$ cat src/rtl/tick_sched_pkg.sv
// Shared types, default sizes and the round-robin search used by the tick scheduler.
package tick_sched_pkg;

  typedef enum logic {IDLE, PRESENT} state_t;

  localparam int DEF_N_CH  = 4;
  localparam int DEF_CNT_W = 16;
  localparam int MAX_CH    = 16;

  typedef struct packed {
    logic       found;
    logic [3:0] idx;
  } rr_pick_t;

  // Scans downward so the set bit closest to ptr (in wrapped order) is the last one written.
  function automatic rr_pick_t rr_next(input logic [MAX_CH-1:0] req, input int ptr, input int n);
    rr_pick_t pick;
    int       j;
    pick = '0;
    for (int k = MAX_CH - 1; k >= 0; k--) begin
      if (k < n) begin
        j = ptr + k;
        if (j >= n) j = j - n;
        if (req[j[3:0]]) begin
          pick.found = 1'b1;
          pick.idx   = j[3:0];
        end
      end
    end
    return pick;
  endfunction

endpackage

$ cat src/rtl/tick_sched_if.sv
// Configuration, tick and event handshake bundle of the tick scheduler.
interface tick_sched_if import tick_sched_pkg::*; #(
  parameter int N_CH  = DEF_N_CH,
  parameter int CNT_W = DEF_CNT_W,
  localparam int CH_W = $clog2(N_CH)
);
  logic             TICK_I;
  logic             CFG_WE_I;
  logic [CH_W-1:0]  CFG_CH_I;
  logic             CFG_EN_I;
  logic [CNT_W-1:0] CFG_INTERVAL_I;
  logic             EVT_VALID_O;
  logic [CH_W-1:0]  EVT_CH_O;
  logic             EVT_READY_I;
  logic [N_CH-1:0]  PEND_O;
  logic [N_CH-1:0]  OVF_O;

  modport master (
    output TICK_I, CFG_WE_I, CFG_CH_I, CFG_EN_I, CFG_INTERVAL_I, EVT_READY_I,
    input  EVT_VALID_O, EVT_CH_O, PEND_O, OVF_O
  );

  modport slave (
    input  TICK_I, CFG_WE_I, CFG_CH_I, CFG_EN_I, CFG_INTERVAL_I, EVT_READY_I,
    output EVT_VALID_O, EVT_CH_O, PEND_O, OVF_O
  );
endinterface

$ cat src/rtl/tick_sched_rr_arbiter.sv
// Combinational round-robin pick: first request at or after ptr, wrapping.
module rr_arbiter import tick_sched_pkg::*; #(
  parameter int N_CH = DEF_N_CH,
  localparam int CH_W = $clog2(N_CH)
) (
  input  logic [N_CH-1:0] req,
  input  logic [CH_W-1:0] ptr,
  output logic [CH_W-1:0] grant,
  output logic            valid
);
  rr_pick_t pick;

  always_comb begin
    pick  = rr_next(MAX_CH'(req), int'(ptr), N_CH);
    grant = CH_W'(pick.idx);
    valid = pick.found;
  end
endmodule

$ cat src/rtl/tick_sched.sv
// Multi-channel periodic event scheduler on a shared base tick with round-robin event delivery.
module tick_sched import tick_sched_pkg::*; #(
  parameter int N_CH  = DEF_N_CH,
  parameter int CNT_W = DEF_CNT_W,
  localparam int CH_W = $clog2(N_CH)
) (
  input logic         CLK_I,
  input logic         RSTN_I,
  tick_sched_if.slave bus
);
  state_t          state, state_nx;
  logic            evt_valid, evt_valid_nx;
  logic [CH_W-1:0] evt_ch, evt_ch_nx;
  logic [CH_W-1:0] rr_ptr, rr_ptr_nx;
  logic [N_CH-1:0] pend, ovf, wr_hit, req;
  logic [CH_W-1:0] grant;
  logic            grant_valid;
  logic            hs;

  assign hs = (state == PRESENT) && bus.EVT_READY_I;

  for (genvar c = 0; c < N_CH; c++) begin : g_ch
    logic             en;
    logic [CNT_W-1:0] interval;
    logic [CNT_W-1:0] cnt;
    logic             pend_r, ovf_r;
    logic             active, presented, hs_c, due;

    assign wr_hit[c] = bus.CFG_WE_I && (bus.CFG_CH_I == CH_W'(c));
    assign active    = en && (interval != '0);
    assign presented = evt_valid && (evt_ch == CH_W'(c));
    assign hs_c      = hs && (evt_ch == CH_W'(c));
    // A write on the same cycle as the tick takes priority, so the tick is lost for this channel.
    assign due       = bus.TICK_I && active && (cnt == CNT_W'(1)) && !wr_hit[c];

    always_ff @(posedge CLK_I or negedge RSTN_I) begin
      if (!RSTN_I) begin
        en       <= 1'b0;
        interval <= '0;
        cnt      <= '0;
      end else if (wr_hit[c]) begin
        en       <= bus.CFG_EN_I;
        interval <= bus.CFG_INTERVAL_I;
        cnt      <= bus.CFG_INTERVAL_I;
      end else if (bus.TICK_I && active) begin
        cnt <= (cnt == CNT_W'(1)) ? interval : cnt - CNT_W'(1);
      end
    end

    // The presented channel keeps its pend through a rewrite so the handshake still completes.
    always_ff @(posedge CLK_I or negedge RSTN_I) begin
      if (!RSTN_I) begin
        pend_r <= 1'b0;
        ovf_r  <= 1'b0;
      end else if (wr_hit[c]) begin
        ovf_r  <= 1'b0;
        pend_r <= presented && pend_r && !hs_c;
      end else if (due) begin
        pend_r <= 1'b1;
        if (pend_r && !hs_c) ovf_r <= 1'b1;
      end else if (hs_c) begin
        pend_r <= 1'b0;
      end
    end

    assign pend[c] = pend_r;
    assign ovf[c]  = ovf_r;
  end

  // Channels being rewritten this cycle lose their pend, so they are not offered for arbitration.
  assign req = pend & ~wr_hit;

  rr_arbiter #(.N_CH(N_CH)) u_arb (
    .req   (req),
    .ptr   (rr_ptr),
    .grant (grant),
    .valid (grant_valid)
  );

  always_ff @(posedge CLK_I or negedge RSTN_I) begin
    if (!RSTN_I) begin
      state     <= IDLE;
      evt_valid <= 1'b0;
      evt_ch    <= '0;
      rr_ptr    <= '0;
    end else begin
      state     <= state_nx;
      evt_valid <= evt_valid_nx;
      evt_ch    <= evt_ch_nx;
      rr_ptr    <= rr_ptr_nx;
    end
  end

  always_comb begin
    state_nx     = state;
    evt_valid_nx = evt_valid;
    evt_ch_nx    = evt_ch;
    rr_ptr_nx    = rr_ptr;
    case (state)
      IDLE: begin
        if (grant_valid) begin
          state_nx     = PRESENT;
          evt_valid_nx = 1'b1;
          evt_ch_nx    = grant;
        end
      end
      PRESENT: begin
        if (bus.EVT_READY_I) begin
          state_nx     = IDLE;
          evt_valid_nx = 1'b0;
          rr_ptr_nx    = (evt_ch == CH_W'(N_CH - 1)) ? '0 : evt_ch + CH_W'(1);
        end
      end
      default: begin
        state_nx     = IDLE;
        evt_valid_nx = 1'b0;
      end
    endcase
  end

  assign bus.EVT_VALID_O = evt_valid;
  assign bus.EVT_CH_O    = evt_ch;
  assign bus.PEND_O      = pend;
  assign bus.OVF_O       = ovf;
endmodule

$ cat src/flat_wrapper.sv
// flat-port wrapper written by rule: the top's interface ports become plain ports
module tick_sched_flat import tick_sched_pkg::*;
#(
  parameter int N_CH  = DEF_N_CH,
  parameter int CNT_W = DEF_CNT_W,
  localparam int CH_W = $clog2(N_CH)
)
  (CLK_I, RSTN_I, bus_TICK_I, bus_CFG_WE_I, bus_CFG_CH_I, bus_CFG_EN_I, bus_CFG_INTERVAL_I, bus_EVT_READY_I, bus_EVT_VALID_O, bus_EVT_CH_O, bus_PEND_O, bus_OVF_O);
  tick_sched_if #(.N_CH(N_CH), .CNT_W(CNT_W)) bus_i ();
  input logic CLK_I;
  input logic RSTN_I;
  input wire logic [$bits(bus_i.TICK_I)-1:0] bus_TICK_I;
  input wire logic [$bits(bus_i.CFG_WE_I)-1:0] bus_CFG_WE_I;
  input wire logic [$bits(bus_i.CFG_CH_I)-1:0] bus_CFG_CH_I;
  input wire logic [$bits(bus_i.CFG_EN_I)-1:0] bus_CFG_EN_I;
  input wire logic [$bits(bus_i.CFG_INTERVAL_I)-1:0] bus_CFG_INTERVAL_I;
  input wire logic [$bits(bus_i.EVT_READY_I)-1:0] bus_EVT_READY_I;
  output wire logic [$bits(bus_i.EVT_VALID_O)-1:0] bus_EVT_VALID_O;
  output wire logic [$bits(bus_i.EVT_CH_O)-1:0] bus_EVT_CH_O;
  output wire logic [$bits(bus_i.PEND_O)-1:0] bus_PEND_O;
  output wire logic [$bits(bus_i.OVF_O)-1:0] bus_OVF_O;
  assign bus_i.TICK_I = bus_TICK_I;
  assign bus_i.CFG_WE_I = bus_CFG_WE_I;
  assign bus_i.CFG_CH_I = bus_CFG_CH_I;
  assign bus_i.CFG_EN_I = bus_CFG_EN_I;
  assign bus_i.CFG_INTERVAL_I = bus_CFG_INTERVAL_I;
  assign bus_i.EVT_READY_I = bus_EVT_READY_I;
  assign bus_EVT_VALID_O = bus_i.EVT_VALID_O;
  assign bus_EVT_CH_O = bus_i.EVT_CH_O;
  assign bus_PEND_O = bus_i.PEND_O;
  assign bus_OVF_O = bus_i.OVF_O;
  tick_sched #(.N_CH(N_CH), .CNT_W(CNT_W)) u_core (.CLK_I(CLK_I), .RSTN_I(RSTN_I), .bus(bus_i));
endmodule
$ cat config.mk
export PLATFORM = sky130hd
export DESIGN_NAME = tick_sched_flat
export DESIGN_NICKNAME = d
export VERILOG_FILES = /design/src/rtl/tick_sched_pkg.sv /design/src/rtl/tick_sched_if.sv /design/src/rtl/tick_sched_rr_arbiter.sv /design/src/rtl/tick_sched.sv /design/src/flat_wrapper.sv
export SDC_FILE = /design/constraint.sdc
export NUM_CORES = 1
export LEC_CHECK = 0
export CAP_MARGIN = 25
export CORE_ASPECT_RATIO = 0.7
export CORE_MARGIN = 5
export CORE_UTILIZATION = 64
export DETAILED_ROUTE_END_ITERATION = 16
export GPL_ROUTABILITY_DRIVEN = 0
export PLACE_DENSITY = 0.84
export SKIP_LAST_GASP = 1
export SLEW_MARGIN = 25
export SYNTH_ARGS = -nofsm -noshare
export SYNTH_HDL_FRONTEND = slang
export SYNTH_SLANG_ARGS = --single-unit
$ cat constraint.sdc
create_clock -name CLK_I -period 5.5 [get_ports CLK_I]
set_input_delay 0.825 -clock CLK_I [delete_from_list [all_inputs] [get_ports CLK_I]]
set_output_delay 0.825 -clock CLK_I [all_outputs]
set_load 0.03 [all_outputs]
# Word-level counts from Yosys, hierarchy flattened
# Cells that the tools add are included.
# totals
regBits	146
in_bits	24
output_inout_bits	11
wordCells	196
# op_classes
addsub	12
n_lt_le_gt_ge	8
eq_ne	12
muxes	59
n_bitwise	3
n_reduce_logical	78
# ops
cell	n
two-way mux 16 bit	12
== test 16 x 1 -> 1 bit, second input constant	4
nonzero test 16 bit	4
subtractor 16 x 1 -> 16 bit, second input constant	4
logical AND 1 bit	41
greater-or-equal comparator 32 x 4 -> 1 bit, second input constant	1
two-way mux 1 bit	32
nonzero test 2 bit	12
less-than comparator 4 x 5 -> 1 bit, second input constant	4
two-way mux 5 bit	4
binary-select mux 1 bit (select 4 bit)	4
two-way mux 4 bit	4
AND reduction 2 bit	7
nonzero test 3 bit	4
subtractor 3 x 3 -> 4 bit, second input constant	3
== test 2 bit, second input constant	4
zero test 1 bit	8
adder 2 x 2 -> 3 bit, second input constant	2
greater-or-equal comparator 3 bit, second input constant	2
bitwise AND 4 bit	1
== test 2 x 1 -> 1 bit, second input constant	2
zero test 2 bit	2
inequality test 2 bit, second input constant	2
inverter 4 bit	1
7 further kinds	8

# Longest topological paths before layout
# Gate-level depths: netlist of run 1.
# logic_depth
word_depth	12
mapped_depth	9
depth_no_buf	8

# Hierarchy
# From an unflattened synthesis of run 1, not the netlist that was laid out.
# hier_totals
hier_cells	971
hier_area_um2	8166.6
# by_module_without_submodules
module	n_inst	cells_each	area_each_um2	seq_area_each_um2
tick_sched	1	928	7805.0	3653.5
rr_arbiter	1	43	361.6	0.0

# Least setup slack after synthesis of run 1
# Ideal clock, no wire load.
# synth_path
path_type	reg-to-reg
start	register u_core.g_ch[2].cnt[8]
end	register u_core.g_ch[2].cnt[9]
setup_time_ps	122
arrival_time_ps	2405
required_ps	5378
setup_slack_ps	2973
stages_incl_launch_ff	8
n_path_buf	1
synth_period_minus_slack_ps	2527
cell_sequence	dfrtp_1 -> or4_4 -> or4_4 -> or4_4 -> buf_6 -> o21a_1 -> o21ai_2 -> o21ai_1
# synth_via
elab_chain_len	4
word_cells_on_any_way	5
cone_classes	add/sub (1); eq/ne (1); mux (3)
# synth_lines
element	line_no	source
start: declaration	tick_sched.sv:25	logic [CNT_W-1:0] cnt;
start signal: assignment	tick_sched.sv:44	cnt <= bus.CFG_INTERVAL_I;
start signal: assignment	tick_sched.sv:46	cnt <= (cnt == CNT_W'(1)) ? interval : cnt - CNT_W'(1);
subtractor 16 x 1 -> 16 bit or == test 16 x 1 -> 1 bit (tied branches)	tick_sched.sv:46	
two-way mux 16 bit *	tick_sched.sv:46	
two-way mux 16 bit *	tick_sched.sv:45	end else if (bus.TICK_I && active) begin
two-way mux 16 bit *	tick_sched.sv:41	end else if (wr_hit[c]) begin
# Mark *: on every way between the ends. The rest lies on a longest branch, timed or not. The select of a mux whose other input is x is not followed.
# A chain may end at the register's enable or synchronous reset.

# Worst setup path after layout of run 1
# layout_path
start	register u_core.g_ch[0].cnt[10]
end	register u_core.g_ch[0].cnt[9]
# layout_via
elab_chain_len	4
# layout_lines
element	line_no
start: declaration	tick_sched.sv:25
start signal: assignment	tick_sched.sv:44
start signal: assignment	tick_sched.sv:46
== test 16 x 1 -> 1 bit	tick_sched.sv:46
two-way mux 16 bit	tick_sched.sv:46
two-way mux 16 bit	tick_sched.sv:45
two-way mux 16 bit	tick_sched.sv:41
# Every way passes these cells. The select of a mux whose other input is x is not followed.

==> results.cfg, run 1 <==
[detailed_routing]
wire_per_inst_um = 19.7
drc = 0
drt-total-wl_um = 22900
num_vias = 7575
antenna_left = 0
drt_iter0_drc = 1013
drtPass1Iterations = 5
routed_via_density = 6.51

[sta]
finalHoldViolCount = 0
drv_slew = 0
rsz0062_at_grt = false
slew_headroom_pct = 30.4
post-route-period-util_pct = 55.9
tns_ns = 0
fin_skew_ns = 0.00809
setup_violations = 0
clock.fmax_mhz = 325
worst_slew_pin_slew_ns = 1.04
fin_crit_ns = 3.08

[global_routing]
grt_pass1_wl_um = 37300
grt_start_max_net_pins = 104
grt_pass1_vias = 7102
grt_overflow = 0
grt_usage_pct = 30.3
antenna_found_initial = 0

[final_layout]
fillers = 959
register_area_um2 = 3650
multi_input_area_um2 = 4140
drive_gt1_share_pct = 6.29
fin_area_um2 = 9060
antenna_cells = 0
area_growth_pct = 11.0
finalNetCount = 1028

[floorplanning]
fp.dieW_um = 145
ioPinCount = 35
core_area_um2 = 12500
placementRows = 34
initial_core_util_pct = 65.5
fp.dieArea_um2 = 15100
fp.dieH_um = 104

[synthesis]
synth.top_cells.by_area = dfrtp_1 (45%), nand2_1 (11%), o21ai_0 (4.0%)
synth_async_sr_flop_share_pct = 100
yosysMostFrequentCell = nand2_1
postSynthAreaPerCell_um2 = 8.23
yosysSeqAreaShare_pct = 44.8
yosysTopAreaCell = dfrtp_1
synth_fp_nets = 1031
synth_edf_count = 0
synthCells = 992
yosysTopAreaCellShare_pct = 44.8
yosys_register_bits = 146
syn_area_um2 = 8160
synth_common_cells = nand2_1 (245), dfrtp_1 (146), nor2_1 (72), o21ai_0 (66), a21oi_1 (50)
synth_top_flop_cell = dfrtp_1
ys_warn_count = 0
yosys.cell_types.count = 61

[clock_network]
cts_root_buf = clkbuf_16
hold_buffers = 0
htree_levels = 4
post_cts_buffers = 0
clk_latency_ns = 0.43
cts_buffers = 17
clkSinkCount = 146
cts_buffer_depth = 2
cts_tree = built
cts_resized = 0
clkTransAtPathRegs_ns = 0.07

[worst_setup_path]
startpoint = u_core.g_ch[0].cnt[10]$_DFFE_PN0P_
cp.arrival_ns = 3.34
timing.rr.start = u_core.g_ch[0].cnt[10]$_DFFE_PN0P_
r2r-end = u_core.g_ch[0].cnt[9]$_DFFE_PN0P_
rrSetupSlack_ns = 2.42
critPathMaxFanout = 21
slowest_delay_ns = 0.77
crit_buf_inv = 0
path_cells = or4_1, nor3_1, nand4_1, o21ai_0, a2bb2oi_1, o21ai_0
critical_path.endpoint_type = register
cp_slowest_cell = nand4_1
r2r_cells = 6
cp.required_ns = 5.76
crit_type = register to register
crit_path_start_kind = register
cp.depth = 6
cp-endpoint = u_core.g_ch[0].cnt[9]$_DFFE_PN0P_
cpMostUsedCell = o21ai_0
critical-path-top-delay-family = simple AND/OR/NAND/NOR gates

[min_path]
hold_path.class = register to register

[run_status]
outcome = completed

[power_and_ir_drop]
p_per_area_nw_per_um2 = 395
p_leak_nw = 4.02
irDropWorstVdd_mv = 0.249

[job]
drv_cap = 0

[placed_design]
place_area_um2 = 8450
dp_hpwl_um = 15000
port_buffers = 34
metrics by stage:
step                      worst slack (ns)  utilization (%)  hold slack [ns]  power [mW]  instances
after floorplan                       2.97                -            0.446        2.11        992
after global placement                2.44             67.8            0.460        2.35       1132
after detailed placement              2.27             67.8            0.480        2.38       1132
after CTS                             2.52             72.5            0.496        3.55       1164
after global routing                  2.25             72.7            0.517        3.75       1164
final                                 2.42             72.7            0.503        3.58       1164
layout by cell type, fill, tap and decap left out, types with 20 or more instances in the layout:
| cell | n |
|---|---|
| nand2_1 | 245 |
| dfrtp_1 | 146 |
| nor2_1 | 70 |
| o21ai_0 | 66 |
| a21oi_1 | 50 |
| nor3_1 | 36 |
| clkdlybuf4s50_1 | 33 |
| inv_1 | 30 |
| nand3_1 | 26 |
| nor4_1 | 20 |
layout make-up:
type	count	share of cell area (%)
repair buffers	37	4.02
flip-flops and latches	146	40.3
inverters	30	1.24
clock inverters	14	1.71
well taps	162	2.24
clock buffers	18	4.74
multi-input cells	757	45.7
worst min path at each step:
| stage | startpoint | slack, ns | endpoint | cells past startpoint |
|---|---|---|---|---|
| after floorplan | u_core.g_ch[1].en$_DFFE_PN0P_ | 0.45 | u_core.g_ch[1].en$_DFFE_PN0P_ | 2 |
| after global placement | u_core.g_ch[1].en$_DFFE_PN0P_ | 0.46 | u_core.g_ch[1].en$_DFFE_PN0P_ | 2 |
| after detailed placement | u_core.g_ch[1].en$_DFFE_PN0P_ | 0.48 | u_core.g_ch[1].en$_DFFE_PN0P_ | 2 |
| after CTS | u_core.g_ch[1].en$_DFFE_PN0P_ | 0.50 | u_core.g_ch[1].en$_DFFE_PN0P_ | 2 |
| after global routing | u_core.g_ch[1].en$_DFFE_PN0P_ | 0.52 | u_core.g_ch[1].en$_DFFE_PN0P_ | 2 |
| final | u_core.g_ch[0].en$_DFFE_PN0P_ | 0.50 | u_core.g_ch[0].en$_DFFE_PN0P_ | 2 |
per-layer routing:
layer | wire length [um] | share of wire (%) | vias to the layer above | GRT usage [%]
met5 | 0 | 0 | - | 0
met4 | 819 | 3.6 | 0 | 12.6
met3 | 2010 | 8.7 | 64 | 5.27
met2 | 9980 | 44 | 372 | 43.6
met1 | 10100 | 44 | 3637 | 45.2
li1 | - | - | 3502 | -
power by group:
group | switching, mW | internal [mW]
logic | 0.515 | 0.343
clock network | 0.491 | 0.675
registers | 0.261 | 1.29
cells by family after synthesis:
kind of cell / synth area share [%]
muxes: 0.951
xor gates and xnor gates: 0.859
and+or+nand+nor: 25.4
buffers and inverters: 4.88
adders and majority gates: 2.30
AOI/OAI and AO/OA: 20.8
DFF: 44.8
worst min-delay path, delay by kind of cell (launching register included):
kind | cells | cell delay [ns]
flip-flops | 1 | 0.36
AND/OR/NAND/NOR | 2 | 0.12
flip-flops by register name, indices dropped and copies added (netlist names):
name and flops:
u_core.g_ch.cnt 64, u_core.bus.EVT_VALID_O 1, u_core.g_ch.pend_r 4, u_core.state 1
u_core.g_ch.ovf_r 4, u_core.bus.EVT_CH_O 2, u_core.g_ch.en 4, u_core.rr_ptr 2
u_core.g_ch.interval 64
Note: power is estimated with default switching activity, not from simulation.
==> inputs of run 2 (changes only) <==
- CORE_UTILIZATION: 64 -> 55
- PLACE_DENSITY: 0.84 -> 0.76
- clock period: 5.5 -> 2.5 ns (I/O delays scaled with it)
==> run 2 against run 1 <==
  * Sequential power increased by 120%
  * The flow now finishes with violations (negative setup slack)
  * Sequential share of layout area decreased by 2.4 points
  * Highest routed layer unchanged
  * Non-clock buffer count increased by 51
  * Sequential cell count unchanged
==> results.cfg, run 2 (same netlist as run 1, synthesis figures left out) <==
[floorplanning]
fp.dieH_um = 112
fp.dieW_um = 156
ioPinCount = 35
placementRows = 37
core_area_um2 = 14600
initial_core_util_pct = 55.8
fp.dieArea_um2 = 17400

[sta]
drv_slew = 0
setup_slack_ns = -0.0311
worst_slew_pin_slew_ns = 0.603
post-route-period-util_pct = 101
rsz0062_at_grt = true
fin_skew_ns = 0.00892
setup_violations = 5
finalHoldViolCount = 0
fin_crit_ns = 2.53
clock.fmax_mhz = 395
hold_ws_ns = 0.478
slew_headroom_pct = 59.4

[final_layout]
drive_gt1_share_pct = 11.0
largestRegisters = u_core.g_ch.cnt x64, u_core.g_ch.interval x64
layout_common_cells = nand2_1 (245), dfrtp_1 (146), nor2_1 (70), o21ai_0 (65), a21oi_1 (50)
finalNetCount = 1082
multi_input_area_um2 = 4180
fillers = 1243
register_area_um2 = 3650
antenna_cells = 0
layout_commonest_cell = nand2_1
area_growth_pct = 18.0
fin_area_um2 = 9630

[clock_network]
clkSinkCount = 146
clkTransAtPathRegs_ns = 0.06
cts_tree = built
cts_root_buf = clkbuf_16
cts_buffer_depth = 2
cts_buffers = 17
clk_latency_ns = 0.42
htree_levels = 4

[worst_setup_path]
cp.arrival_ns = 2.84
r2r_cells = 6
cp.depth = 6
critPathMaxFanout = 8
cp-endpoint = u_core.g_ch[2].cnt[15]$_DFFE_PN0P_
cp_slowest_cell = or4_4
critical-path-top-delay-family = simple AND/OR/NAND/NOR gates
critical_path.endpoint_type = register
cp.required_ns = 2.81
crit_path_start_kind = register
r2r-end = u_core.g_ch[2].cnt[15]$_DFFE_PN0P_
timing.rr.start = u_core.g_ch[2].cnt[10]$_DFFE_PN0P_
startpoint = u_core.g_ch[2].cnt[10]$_DFFE_PN0P_
rrSetupSlack_ns = -0.03
cpMostUsedCell = or4_4
crit_type = register to register
crit_buf_inv = 0
slowest_delay_ns = 0.54
path_cells = or4_4, or4_4, or3_1, or4_1, o21ai_0, o21ai_1

[placed_design]
port_buffers = 34
place_area_um2 = 8900
post-place-ws_ns = -0.118
dp_hpwl_um = 16100

[min_path]
hold_path.class = register to register

[detailed_routing]
route.layer.met1.wl_um = 10900
routed_via_density = 6.22
top_layer = met4
antenna_left = 0
dr_wl_met2_um = 10000
wire_per_inst_um = 18.9
num_vias = 7781
drtPass1Iterations = 5
drt-total-wl_um = 23600
drc = 0
drt_iter0_drc = 724
wl_met3_um = 2170

[power_and_ir_drop]
p_leak_nw = 4.34
irDropWorstVdd_mv = 0.597
p_per_area_nw_per_um2 = 864

[global_routing]
antenna_found_initial = 0
grt_pass1_wl_um = 39100
grt_start_max_net_pins = 55
grt_overflow = 0
grt_pass1_vias = 7514
grt_usage_pct = 27.9

[run_status]
violations = negative setup slack
outcome = complete, but fails checks

[job]
drv_cap = 0
[run 2: cell types whose count changed in the layout (fill, tap and decap cells not counted), sizes merged]
| cell | change |
|---|---|
| buf | +50 |
| bufinv | +4 |
| inv | -4 |
| clkbuf | +3 |
| or4 | +3 |
| clkinv | -2 |
| clkinvlp | -1 |
| dlygate4sd3 | +1 |
[run 2: metal layers]
layer  track usage (%)  up-vias
met2              40.1      377
met1              42.0     3731
met5                 0        -
li1                  -     3622
met3              6.60       51
met4              8.51        0
[run 2: cell type report]
type	count	share of cell area, %
Multi-Input combinational cell	760	43.4
Sequential cell	146	37.9
Timing Repair Buffer	88	8.25
Clock buffer	21	4.57
Tap cell	195	2.53
Clock inverter	11	2.17
Inverter	30	1.17
[run 2: worst min-delay path: cells and delay by family, from the launching register on]
family / cells / cell delay [ns]
AND/OR/NAND/NOR: 2 / 0.10
flip-flops: 1 / 0.34
[run 2: repair_timing]
action,4_1_cts,5_1_grt
hold buffers,1,0
endpoints found under the hold margin,52,0
setup endpoints to repair,17,36
pin swaps,1,1
cloned,1,2
resized for setup,2,10
setup buffers,0,0
[run 2: through the flow]
stage	total power [mW]	utilization, %	std cells	TNS [ns]
finish	8.32	65.8	1251	-0.0725
global route	8.80	65.8	1251	-0.692
floorplan	4.65	-	992	-0.121
detailed placement	5.39	60.8	1215	-0.863
global placement	5.33	60.8	1215	-0.564
CTS	8.27	65.5	1249	-0.110
[run 2: worst min-delay path by stage]
stage                                       start                                 end  cells after the start
finish              u_core.g_ch[2].en$_DFFE_PN0P_       u_core.g_ch[2].en$_DFFE_PN0P_                      2
floorplan                                  RSTN_I  u_core.bus.EVT_CH_O[0]$_DFFE_PN0P_                      0
detailed placement                         RSTN_I  u_core.g_ch[3].cnt[10]$_DFFE_PN0P_                      1
global route                               RSTN_I  u_core.g_ch[3].cnt[10]$_DFFE_PN0P_                      2
global placement                           RSTN_I  u_core.g_ch[3].cnt[10]$_DFFE_PN0P_                      1
CTS                 u_core.g_ch[2].en$_DFFE_PN0P_       u_core.g_ch[2].en$_DFFE_PN0P_                      2
[run 2: report_power, final]
group	leakage, nW	internal (mW)	switching [mW]	total (mW)
Combinational	2.21	0.894	1.21	2.10
Sequential	1.82	2.84	0.526	3.37
Clock	0.319	1.87	0.985	2.85
Total	4.34	5.60	2.72	8.32
